`src/rtl/tcdm_varlat_pkg.sv`:
```
// Shared types and helpers for the variable-latency TCDM crossbar.
// Used by both the bank-side arbiter and the master-side decoder.
package tcdm_varlat_pkg;

  function automatic int unsigned log_num_in(int unsigned n);
    int unsigned r;
    r = 1;
    if (n > 1) r = $clog2(n);
    return r;
  endfunction

  localparam int unsigned DfltNumIn = 4;

  typedef logic [log_num_in(DfltNumIn)-1:0] mst_id_t;

endpackage

```
`src/rtl/tcdm_bank_arb_varlat_if.sv`:
```
// Request/response bundle for N masters sharing one responder.
// With N=1 it models the single bank port.
interface tcdm_bank_arb_varlat_if #(
  parameter int unsigned N  = 1,
  parameter int unsigned DW = 32,
  parameter int unsigned RW = 32
);
  logic [N-1:0]         req;
  logic [N-1:0][DW-1:0] data;
  logic [N-1:0]         gnt;
  logic [N-1:0]         vld;
  logic [RW-1:0]        rdata;

  modport master (
    output req, data,
    input  gnt, vld, rdata
  );

  modport slave (
    input  req, data,
    output gnt, vld, rdata
  );
endinterface

```
`src/rtl/tcdm_varlat_id_fifo.sv`:
```
// In-order FIFO of winner IDs for granted, unanswered requests.
// Registered storage, combinational head, no fall-through.
module tcdm_varlat_id_fifo
  import tcdm_varlat_pkg::*;
#(
  parameter  int unsigned DEPTH = 2,
  parameter  int unsigned WIDTH = 2,
  localparam int unsigned PtrW  = log_num_in(DEPTH),
  localparam int unsigned CntW  = $clog2(DEPTH + 1)
) (
  input  logic             clk_i,
  input  logic             rst_i,
  input  logic             push_i,
  input  logic             pop_i,
  input  logic [WIDTH-1:0] data_i,
  output logic             full_o,
  output logic             empty_o,
  output logic [CntW-1:0]  count_o,
  output logic [WIDTH-1:0] head_o
);

  logic [WIDTH-1:0] mem_q [DEPTH];
  logic [PtrW-1:0]  wr_q, wr_d;
  logic [PtrW-1:0]  rd_q, rd_d;
  logic [CntW-1:0]  cnt_q, cnt_d;

  function automatic logic [PtrW-1:0] inc(
    input logic [PtrW-1:0] p
  );
    if (p == PtrW'(DEPTH - 1)) return '0;
    return p + PtrW'(1);
  endfunction

  always_comb begin
    wr_d  = push_i ? inc(wr_q) : wr_q;
    rd_d  = pop_i  ? inc(rd_q) : rd_q;
    cnt_d = cnt_q + CntW'(push_i)
                  - CntW'(pop_i);
  end

  always_ff @(posedge clk_i) begin
    if (rst_i) begin
      wr_q  <= '0;
      rd_q  <= '0;
      cnt_q <= '0;
    end else begin
      if (push_i) mem_q[wr_q] <= data_i;
      wr_q  <= wr_d;
      rd_q  <= rd_d;
      cnt_q <= cnt_d;
    end
  end

  assign full_o  = (cnt_q == CntW'(DEPTH));
  assign empty_o = (cnt_q == '0);
  assign count_o = cnt_q;
  assign head_o  = mem_q[rd_q];

endmodule

```
`src/rtl/tcdm_bank_arb_varlat.sv`:
```
// Round-robin arbiter for one variable-latency TCDM bank.
// Winner IDs are queued so in-order responses return to their owner.
module tcdm_bank_arb_varlat
  import tcdm_varlat_pkg::*;
#(
  parameter  int unsigned NumIn          = 4,
  parameter  int unsigned ReqDataWidth   = 32,
  parameter  int unsigned RespDataWidth  = 32,
  parameter  int unsigned MaxOutstanding = 2,
  localparam int unsigned LogNumIn       = log_num_in(NumIn),
  localparam int unsigned CntW = $clog2(MaxOutstanding + 1)
) (
  input  logic                  clk_i,
  input  logic                  rst_i,
  tcdm_bank_arb_varlat_if.slave mst_if,
  tcdm_bank_arb_varlat_if.master bank_if,
  output logic [CntW-1:0]       inflight_o,
  output logic                  err_o
);

  localparam logic [LogNumIn:0] NumInW =
    (LogNumIn + 1)'(NumIn);

  logic [LogNumIn-1:0] ptr_q, ptr_d;
  logic [LogNumIn-1:0] off, winner, head;
  logic [LogNumIn:0]   sum, nxt;
  logic [2*NumIn-1:0]  dbl;
  logic                any_req, can_issue;
  logic                full, empty;
  logic                push, pop, req_o;
  logic                gnt_i, vld_i;
  logic                err_q, err_d;

  assign gnt_i   = bank_if.gnt[0];
  assign vld_i   = bank_if.vld[0];
  assign any_req = |mst_if.req;

  // Rotate so ptr lands at bit 0; first set bit is the offset.
  always_comb begin
    dbl = {mst_if.req, mst_if.req} >> ptr_q;
    off = '0;
    for (int i = NumIn - 1; i >= 0; i--) begin
      if (dbl[i]) off = LogNumIn'(i);
    end
  end

  always_comb begin
    sum = {1'b0, ptr_q} + {1'b0, off};
    if (sum >= NumInW) sum = sum - NumInW;
    winner = sum[LogNumIn-1:0];
  end

  assign pop       = vld_i & ~empty;
  assign can_issue = ~full | pop;
  assign req_o     = any_req & can_issue;
  assign push      = req_o & gnt_i;

  always_comb begin
    nxt = {1'b0, winner} + 1'b1;
    if (nxt >= NumInW) nxt = '0;
    ptr_d = push ? nxt[LogNumIn-1:0] : ptr_q;
    err_d = err_q | (vld_i & empty);
  end

  always_ff @(posedge clk_i) begin
    if (rst_i) begin
      ptr_q <= '0;
      err_q <= 1'b0;
    end else begin
      ptr_q <= ptr_d;
      err_q <= err_d;
    end
  end

  tcdm_varlat_id_fifo #(
    .DEPTH (MaxOutstanding),
    .WIDTH (LogNumIn)
  ) u_id_fifo (
    .clk_i   (clk_i),
    .rst_i   (rst_i),
    .push_i  (push),
    .pop_i   (pop),
    .data_i  (winner),
    .full_o  (full),
    .empty_o (empty),
    .count_o (inflight_o),
    .head_o  (head)
  );

  always_comb begin
    mst_if.gnt = '0;
    mst_if.vld = '0;
    mst_if.gnt[winner] = push;
    mst_if.vld[head]   = pop;
  end

  assign mst_if.rdata    = bank_if.rdata;
  assign bank_if.req[0]  = req_o;
  assign bank_if.data[0] = mst_if.data[winner];
  assign err_o           = err_q;

  always_ff @(posedge clk_i) begin
    if (!rst_i) begin
      assert (NumIn > 0 && MaxOutstanding > 0);
      assert ($onehot0(mst_if.gnt));
      assert ($onehot0(mst_if.vld));
    end
  end

endmodule

```
`src/flat_wrapper.sv`:
```
// flat-port wrapper written by rule: the top's interface ports become plain ports
module tcdm_bank_arb_varlat_flat import tcdm_varlat_pkg::*;
#(
  parameter  int unsigned NumIn          = 4,
  parameter  int unsigned ReqDataWidth   = 32,
  parameter  int unsigned RespDataWidth  = 32,
  parameter  int unsigned MaxOutstanding = 2,
  localparam int unsigned LogNumIn       = log_num_in(NumIn),
  localparam int unsigned CntW = $clog2(MaxOutstanding + 1)
)
  (clk_i, rst_i, inflight_o, err_o, mst_if_req, mst_if_data, mst_if_gnt, mst_if_vld, mst_if_rdata, bank_if_req, bank_if_data, bank_if_gnt, bank_if_vld, bank_if_rdata);
  tcdm_bank_arb_varlat_if #(.N((4)), .DW((32)), .RW((32))) mst_if_i ();
  tcdm_bank_arb_varlat_if #(.N(1), .DW((32)), .RW((32))) bank_if_i ();
  input  logic clk_i;
  input  logic rst_i;
  output logic [CntW-1:0] inflight_o;
  output logic err_o;
  input wire logic [$bits(mst_if_i.req)-1:0] mst_if_req;
  input wire logic [$bits(mst_if_i.data)-1:0] mst_if_data;
  output wire logic [$bits(mst_if_i.gnt)-1:0] mst_if_gnt;
  output wire logic [$bits(mst_if_i.vld)-1:0] mst_if_vld;
  output wire logic [$bits(mst_if_i.rdata)-1:0] mst_if_rdata;
  output wire logic [$bits(bank_if_i.req)-1:0] bank_if_req;
  output wire logic [$bits(bank_if_i.data)-1:0] bank_if_data;
  input wire logic [$bits(bank_if_i.gnt)-1:0] bank_if_gnt;
  input wire logic [$bits(bank_if_i.vld)-1:0] bank_if_vld;
  input wire logic [$bits(bank_if_i.rdata)-1:0] bank_if_rdata;
  assign mst_if_i.req = mst_if_req;
  assign mst_if_i.data = mst_if_data;
  assign mst_if_gnt = mst_if_i.gnt;
  assign mst_if_vld = mst_if_i.vld;
  assign mst_if_rdata = mst_if_i.rdata;
  assign bank_if_req = bank_if_i.req;
  assign bank_if_data = bank_if_i.data;
  assign bank_if_i.gnt = bank_if_gnt;
  assign bank_if_i.vld = bank_if_vld;
  assign bank_if_i.rdata = bank_if_rdata;
  tcdm_bank_arb_varlat #(.NumIn(NumIn), .ReqDataWidth(ReqDataWidth), .RespDataWidth(RespDataWidth), .MaxOutstanding(MaxOutstanding)) u_core (.clk_i(clk_i), .rst_i(rst_i), .mst_if(mst_if_i), .bank_if(bank_if_i), .inflight_o(inflight_o), .err_o(err_o));
endmodule
```
`config.mk`:
```
export PLATFORM = sky130hd
export DESIGN_NAME = tcdm_bank_arb_varlat_flat
export DESIGN_NICKNAME = d
export VERILOG_FILES = /design/src/rtl/tcdm_varlat_pkg.sv /design/src/rtl/tcdm_bank_arb_varlat_if.sv /design/src/rtl/tcdm_varlat_id_fifo.sv /design/src/rtl/tcdm_bank_arb_varlat.sv /design/src/flat_wrapper.sv
export SDC_FILE = /design/constraint.sdc
export NUM_CORES = 1
export LEC_CHECK = 0
export ABC_AREA = 1
export ABC_CLOCK_PERIOD_IN_PS = 2590
export CAP_MARGIN = 20
export CELL_PAD_IN_SITES_DETAIL_PLACEMENT = 0
export CELL_PAD_IN_SITES_GLOBAL_PLACEMENT = 2
export CORE_UTILIZATION = 10
export CTS_BUF_LIST = sky130_fd_sc_hd__clkbuf_8
export DETAILED_ROUTE_END_ITERATION = 8
export PLACE_DENSITY_LB_ADDON = 0.2
export SYNTH_ARGS = -nofsm -noshare
export SYNTH_HDL_FRONTEND = slang
export SYNTH_HIERARCHICAL = 1
export SYNTH_SLANG_ARGS = --single-unit
```
`constraint.sdc`:
```
create_clock -name clk_i -period 2.59 [get_ports clk_i]
set_input_delay 0.518 -clock clk_i [delete_from_list [all_inputs] [get_ports clk_i]]
set_output_delay 0.518 -clock clk_i [all_outputs]
set_load 0.02 [all_outputs]
```
# [Word-level counts from Yosys, hierarchy flattened]
# Memory sizes are Yosys's and may differ from the RTL's. A register that Yosys moved wholly into a read port is not among the register bits.
# Cells that the tools add are included.
[classes] add_sub_neg=7 magnitude_cmp=6 eq_ne=1 shift=1 muxes=23 bitwise=10 reduce_logical=4
[op_table] operator="32-bit binary-select mux with 2-bit select" count=1
[op_table] operator="32-bit two-way mux" count=1
[op_table] operator="1-bit two-way mux" count=13
[op_table] operator="2-bit two-way mux" count=6
[op_table] operator="4-bit AND" count=2
[op_table] operator="8-bit by 2-bit >> shifter with 4-bit output" count=1
[op_table] operator="3-bit >= comparator (second input constant)" count=2
[op_table] operator="2-bit by 3-bit < comparator with 1-bit output (second input constant)" count=2
[op_table] operator="1-bit AND" count=4
[op_table] operator="1-bit demux with 2-bit select" count=2
[op_table] operator="2-bit by 1-bit >= comparator with 1-bit output (second input constant)" count=2
[op_table] operator="4-bit OR reduction" count=1
[op_table] operator="2-bit by 1-bit adder with 3-bit output (second input constant)" count=1
[op_table] operator="2-bit by 2-bit adder with 3-bit output" count=1
[op_table] operator="1-bit adder (second input constant)" count=2
[op_table] operator="2-bit by 1-bit adder with 2-bit output" count=1
[op_table] operator="2-bit == test (second input constant)" count=1
[op_table] operator="1-bit logical AND" count=2
[op_table] operator="2-bit zero test" count=1
[op_table] operator="1-bit inverter" count=2
[op_table] operator="1-bit OR" count=2
[op_table] operator="2-bit by 1-bit subtractor with 2-bit output" count=1
[op_table] operator="2-bit by 1-bit subtractor with 2-bit output (second input constant)" count=1
[word_totals] register_bits=7 ramBits=4 input_bits=168 word_cells=58 mem_count=1
[memory_table] name="u_core.u_id_fifo.mem_q" depth=2 width=2 read_ports=1 rd_clocked_by_memory_dff=1 wr=1 line="tcdm_varlat_id_fifo.sv:22" source="logic [WIDTH-1:0] mem_q [DEPTH];"

# [Logic depth before layout (Yosys ltp)]
[logic_depth] ltp_word=13 ltp_mapped=15

# [By module]
# The synthesis kept the hierarchy.
[by_module_without_submodules] module="tcdm_bank_arb_varlat" n_inst=1 cells_each=415 area_each_um2=1910.6 seq_area_each_um2=60.1
[by_module_without_submodules] module="tcdm_varlat_id_fifo" n_inst=1 cells_each=39 area_each_um2=375.4 seq_area_each_um2=220.2

# [Worst setup path after synthesis]
# OpenSTA, ideal clock, no wires.
[synth_path] path_type="input -> output" startpoint="input port mst_if_req[1]" endpoint="output port mst_if_gnt[2]" arrival_ns=2.360 path_slack_ns=-0.288 path_stages=11 n_path_buf=2 cell_sequence="nand2_1 > nand3_1 > nand2_1 > nand3_1 > a21boi_0 > ha_1 > inv_1 > clkbuf_1 > clkbuf_1 > nand2_1 > a21oi_1"
[synth_between] elab_chain_len=13 elab_cells_between_ends=18
[synth_rtl] item="from (decl)" line="flat_wrapper.sv:18" source="input wire logic [$bits(mst_if_i.req)-1:0] mst_if_req;"
[synth_rtl] item="8-bit by 2-bit >> shifter with 4-bit output (*)" line="tcdm_bank_arb_varlat.sv:40" source="dbl = {mst_if.req, mst_if.req} >> ptr_q;"
[synth_rtl] item="2-bit two-way mux (3 in a row)" line="tcdm_bank_arb_varlat.sv:43" source="if (dbl[i]) off = LogNumIn'(i);"
[synth_rtl] item="2-bit two-way mux (*)" line="tcdm_bank_arb_varlat.sv:43"
[synth_rtl] item="2-bit by 2-bit adder with 3-bit output (*)" line="tcdm_bank_arb_varlat.sv:48" source="sum = {1'b0, ptr_q} + {1'b0, off};"
[synth_rtl] item="3-bit >= comparator or 2-bit by 1-bit subtractor with 2-bit output (tied branches)" line="tcdm_bank_arb_varlat.sv:49" source="if (sum >= NumInW) sum = sum - NumInW;"
[synth_rtl] item="2-bit two-way mux (*)" line="tcdm_bank_arb_varlat.sv:49"
[synth_rtl] item="via u_core.sum[0]" line="tcdm_bank_arb_varlat.sv:26" source="logic [LogNumIn:0] sum, nxt;"
[synth_rtl] item="2-bit by 3-bit < comparator with 1-bit output (implied by the code) or 2-bit by 1-bit >= comparator with 1-bit output (tied branches)" line="tcdm_bank_arb_varlat.sv:93" source="mst_if.gnt[winner] = push;"
[synth_rtl] item="1-bit logical AND (implied by the code)" line="tcdm_bank_arb_varlat.sv:93"
[synth_rtl] item="1-bit two-way mux (implied by the code)" line="tcdm_bank_arb_varlat.sv:93"
[synth_rtl] item="1-bit demux with 2-bit select (*)"
[synth_rtl] item="4-bit AND (no line) (*)"
[synth_rtl] item="to (decl)" line="flat_wrapper.sv:20" source="output wire logic [$bits(mst_if_i.gnt)-1:0] mst_if_gnt;"
# The timed path passes the listed nets; every way through them passes the cells marked *.

# [Final worst setup path]
[layout_path] startpoint="register u_core.ptr_q[0]" endpoint="output port bank_if_data[24]"
[layout_between] elab_chain_len=10 elab_cells_between_ends=11
[layout_rtl] item="from (decl)" line="tcdm_bank_arb_varlat.sv:24" source="logic [LogNumIn-1:0] ptr_q, ptr_d;"
[layout_rtl] item="from (signal assigned)" line="tcdm_bank_arb_varlat.sv:70" source="ptr_q <= ptr_d;"
[layout_rtl] item="8-bit by 2-bit >> shifter with 4-bit output" line="tcdm_bank_arb_varlat.sv:40"
[layout_rtl] item="2-bit two-way mux (4 in a row)" line="tcdm_bank_arb_varlat.sv:43"
[layout_rtl] item="2-bit by 2-bit adder with 3-bit output (*)" line="tcdm_bank_arb_varlat.sv:48"
[layout_rtl] item="3-bit >= comparator or 2-bit by 1-bit subtractor with 2-bit output (tied branches)" line="tcdm_bank_arb_varlat.sv:49"
[layout_rtl] item="2-bit two-way mux (*)" line="tcdm_bank_arb_varlat.sv:49"
[layout_rtl] item="32-bit binary-select mux with 2-bit select (*)" line="tcdm_bank_arb_varlat.sv:99" source="assign bank_if.data[0] = mst_if.data[winner];"
[layout_rtl] item="32-bit two-way mux (implied by the code) (*)" line="tcdm_bank_arb_varlat.sv:99"
[layout_rtl] item="to (decl)" line="flat_wrapper.sv:24" source="output wire logic [$bits(bank_if_i.data)-1:0] bank_if_data;"
# Mark *: on every way between the ends. The rest lies on a longest branch, timed or not. The select of a mux whose other input is x is not followed.

==> results.json <==
{
  "fp.dieH_um": 153,
  "synth-seq-area-share": 0.123,
  "maxSlewViolCount": 0,
  "syn2layout_area_growth_pct": 125,
  "tightest_slew_ps": 326,
  "crit_arrival_ps": 2290,
  "final_nets": 802,
  "hold_violations": 0,
  "avgSynthCellArea_um2": 5.04,
  "final_cell_mix": "nand2_1 (248), clkdlybuf4s50_1 (134), buf_6 (36), nand2_2 (32), buf_4 (24)",
  "core_mm2": 0.0221,
  "cp_top_family": "buffers and inverters",
  "initial_core_util": 0.103,
  "synth_seq_cells": 12,
  "antenna_left": 0,
  "drv_cap": 0,
  "die-area_mm2": 0.0235,
  "final_core_utilization": 0.233,
  "hpwl_um": 9170,
  "ys_types": 23,
  "postCtsHoldBufs": 0,
  "max_freq_mhz": 356,
  "wl_per_cell_um": 14.7,
  "num_antenna_cells": 0,
  "gp_congestion": 0.746,
  "io_pins": 244,
  "antenna_found_initial": 0,
  "cts_max_level": 1,
  "yosysWarnings": 6,
  "grt.overflow.total": 0,
  "grt_usage": 0.110,
  "crit_path_end_kind": "output pin",
  "critical_path_buf_inv_count": 6,
  "violations": "setup timing",
  "synth_area_mm2": 0.00229,
  "grt_max_degree": 32,
  "vias": 3360,
  "vias_per_cell": 3.70,
  "worst-endpoint-required_ps": 2070,
  "slowest_delay_ps": 400,
  "grt_pass1_vias": 3520,
  "cp_max_fo": 6,
  "cts_buffer_depth": 2,
  "syn_nets": 626,
  "remaining_drc_errors": 0,
  "cts_buffers": 3,
  "row_count": 54,
  "dr.first_iter.drc_count": 57,
  "period_minus_slack_ps": 2810,
  "worstPathCellList": "inv_6, nand2_2, nand3_2, nand2_2, nand3_2, a21boi_2, ha_4, xor2_4, inv_2, nand3_4, buf_12, nand2_8, buf_12, buf_8, nand2_2, nand2_2, buf_6",
  "cts.clk_slew.worst_paths_ps": 60,
  "cts_num_sinks": 12,
  "run_status": "finished with violations",
  "crit_top_cell": "nand2_2",
  "grt_pass1_wl_um": 20000,
  "root_buffer": "clkbuf_8",
  "syn_inst": 454,
  "fin_ws_ps": -221,
  "crit_path_start_kind": "flop",
  "max_slew_margin": 0.781,
  "first_pass_iters": 4,
  "wirelength_um": 13300,
  "rsz0062_at_grt": "true",
  "cts_tree": "yes",
  "finalClockSkew_ps": 0.790,
  "clock_latency_ps": 240,
  "hold_class": "flop to flop",
  "worstSetupPathType": "flop to output pin",
  "setup_viol": 36,
  "min_period_over_period": 1.09,
  "slowest_stage": "dfxtp_4",
  "final_common_cell": "nand2_1",
  "fp.dieW_um": 153,
  "drive_gt1_frac": 0.267,
  "port_buffers": 179
}
[flip-flops by register name (all words and copies together) (netlist names), named ones only]
name	count
u_core/u_id_fifo/mem_q	4
u_core/err_o	1
u_core/u_id_fifo/count_o	2
u_core/u_id_fifo/wr_q	1
u_core/u_id_fifo/rd_q	1
u_core/ptr_q	2
[synth_stat cells]
master    instances  area share
nand2_1         284        0.47
nand3_1          42       0.092
buf_4            39        0.13
inv_1            19       0.031
nor2_1           12       0.020
clkbuf_1         11       0.018
dfxtp_1           8       0.070
a21oi_1           6       0.013
nor3_1            5       0.011
edfxtp_1          4       0.053
ha_1              4       0.022
buf_1             3      0.0049
buf_6             3       0.015
inv_2             2      0.0033
mux2_2            2      0.0099
nand2_2           2      0.0055
nor2_2            2      0.0055
a21boi_0          1      0.0033
nand2_4           1      0.0049
nand2_8           1      0.0088
nand3_4           1      0.0077
xnor2_1           1      0.0038
xor2_1            1      0.0038
[through the flow]
stage	std cells	area, µm²	hold WS (ps)	TNS (ps)	worst slack, ps
2_1_floorplan	454	2320	438	0	26.3
3_3_place_gp	884	4370	450	-36470	-1070
3_5_place_dp	884	4370	465	-37220	-1070
4_1_cts	906	4890	470	-6860	-256
5_1_grt	909	5140	491	-10760	-349
6_report	909	5140	467	-5730	-221
[worst reg2reg max path: stages (launching register included)]
cell,delay (ps)
dfxtp_4,400
inv_6,60
nand2_2,80
nand3_2,60
nand2_2,70
nand3_2,60
a21boi_2,170
ha_4,180
xor2_4,150
inv_2,60
nand3_4,90
buf_12,120
nand2_8,50
buf_12,150
buf_12,120
buf_4,130
[routing by layer]
layer	track usage	part of all wire
met3	0.0210	0.059
met5	0	0
met2	0.210	0.52
met4	0.0120	0.0040
met1	0.129	0.41
[final cells by class]
class	count	area [µm²]
repair buffers	224	2440
clock inverters	1	3.75
flip-flops and latches	12	285
well taps	280	350
multi-input cells	368	1930
clock buffers	3	41.3
fillers	2464	17000
inverters	21	88.8
[cells by family after synthesis]
logic type,count (synthesis),share of synthesized area
AND/OR/NAND/NOR,350,0.621
buffers and inverters,77,0.200
flip-flops,12,0.123
AO/OA/AOI/OAI,7,0.0164
adder cells (fa/ha/maj),4,0.0219
XOR/XNOR,2,0.00766
multiplexers,2,0.00985
[path summary, 6_finish.rpt]
check | cells after the start | end | start | slack (ps)
max reg2reg | 15 | u_core/u_id_fifo/mem_q[1][1] | u_core/ptr_q[0] | 410
min | 2 | u_core/u_id_fifo/wr_q | u_core/u_id_fifo/wr_q | 470
max | 17 | bank_if_data[24] | u_core/ptr_q[0] | -220
min reg2reg | 2 | u_core/u_id_fifo/wr_q | u_core/u_id_fifo/wr_q | 470
[repair_timing]
item                                    CTS  global route
endpoints found under the setup margin   41            36
pin swaps                                18            18
setup buffers                            12             1
gates cloned                              6             2
resized for setup                       280            45
Power is left out: the tool's default activity adds up to more than one toggle a clock period on the data nets, which glitch-free logic cannot reach.
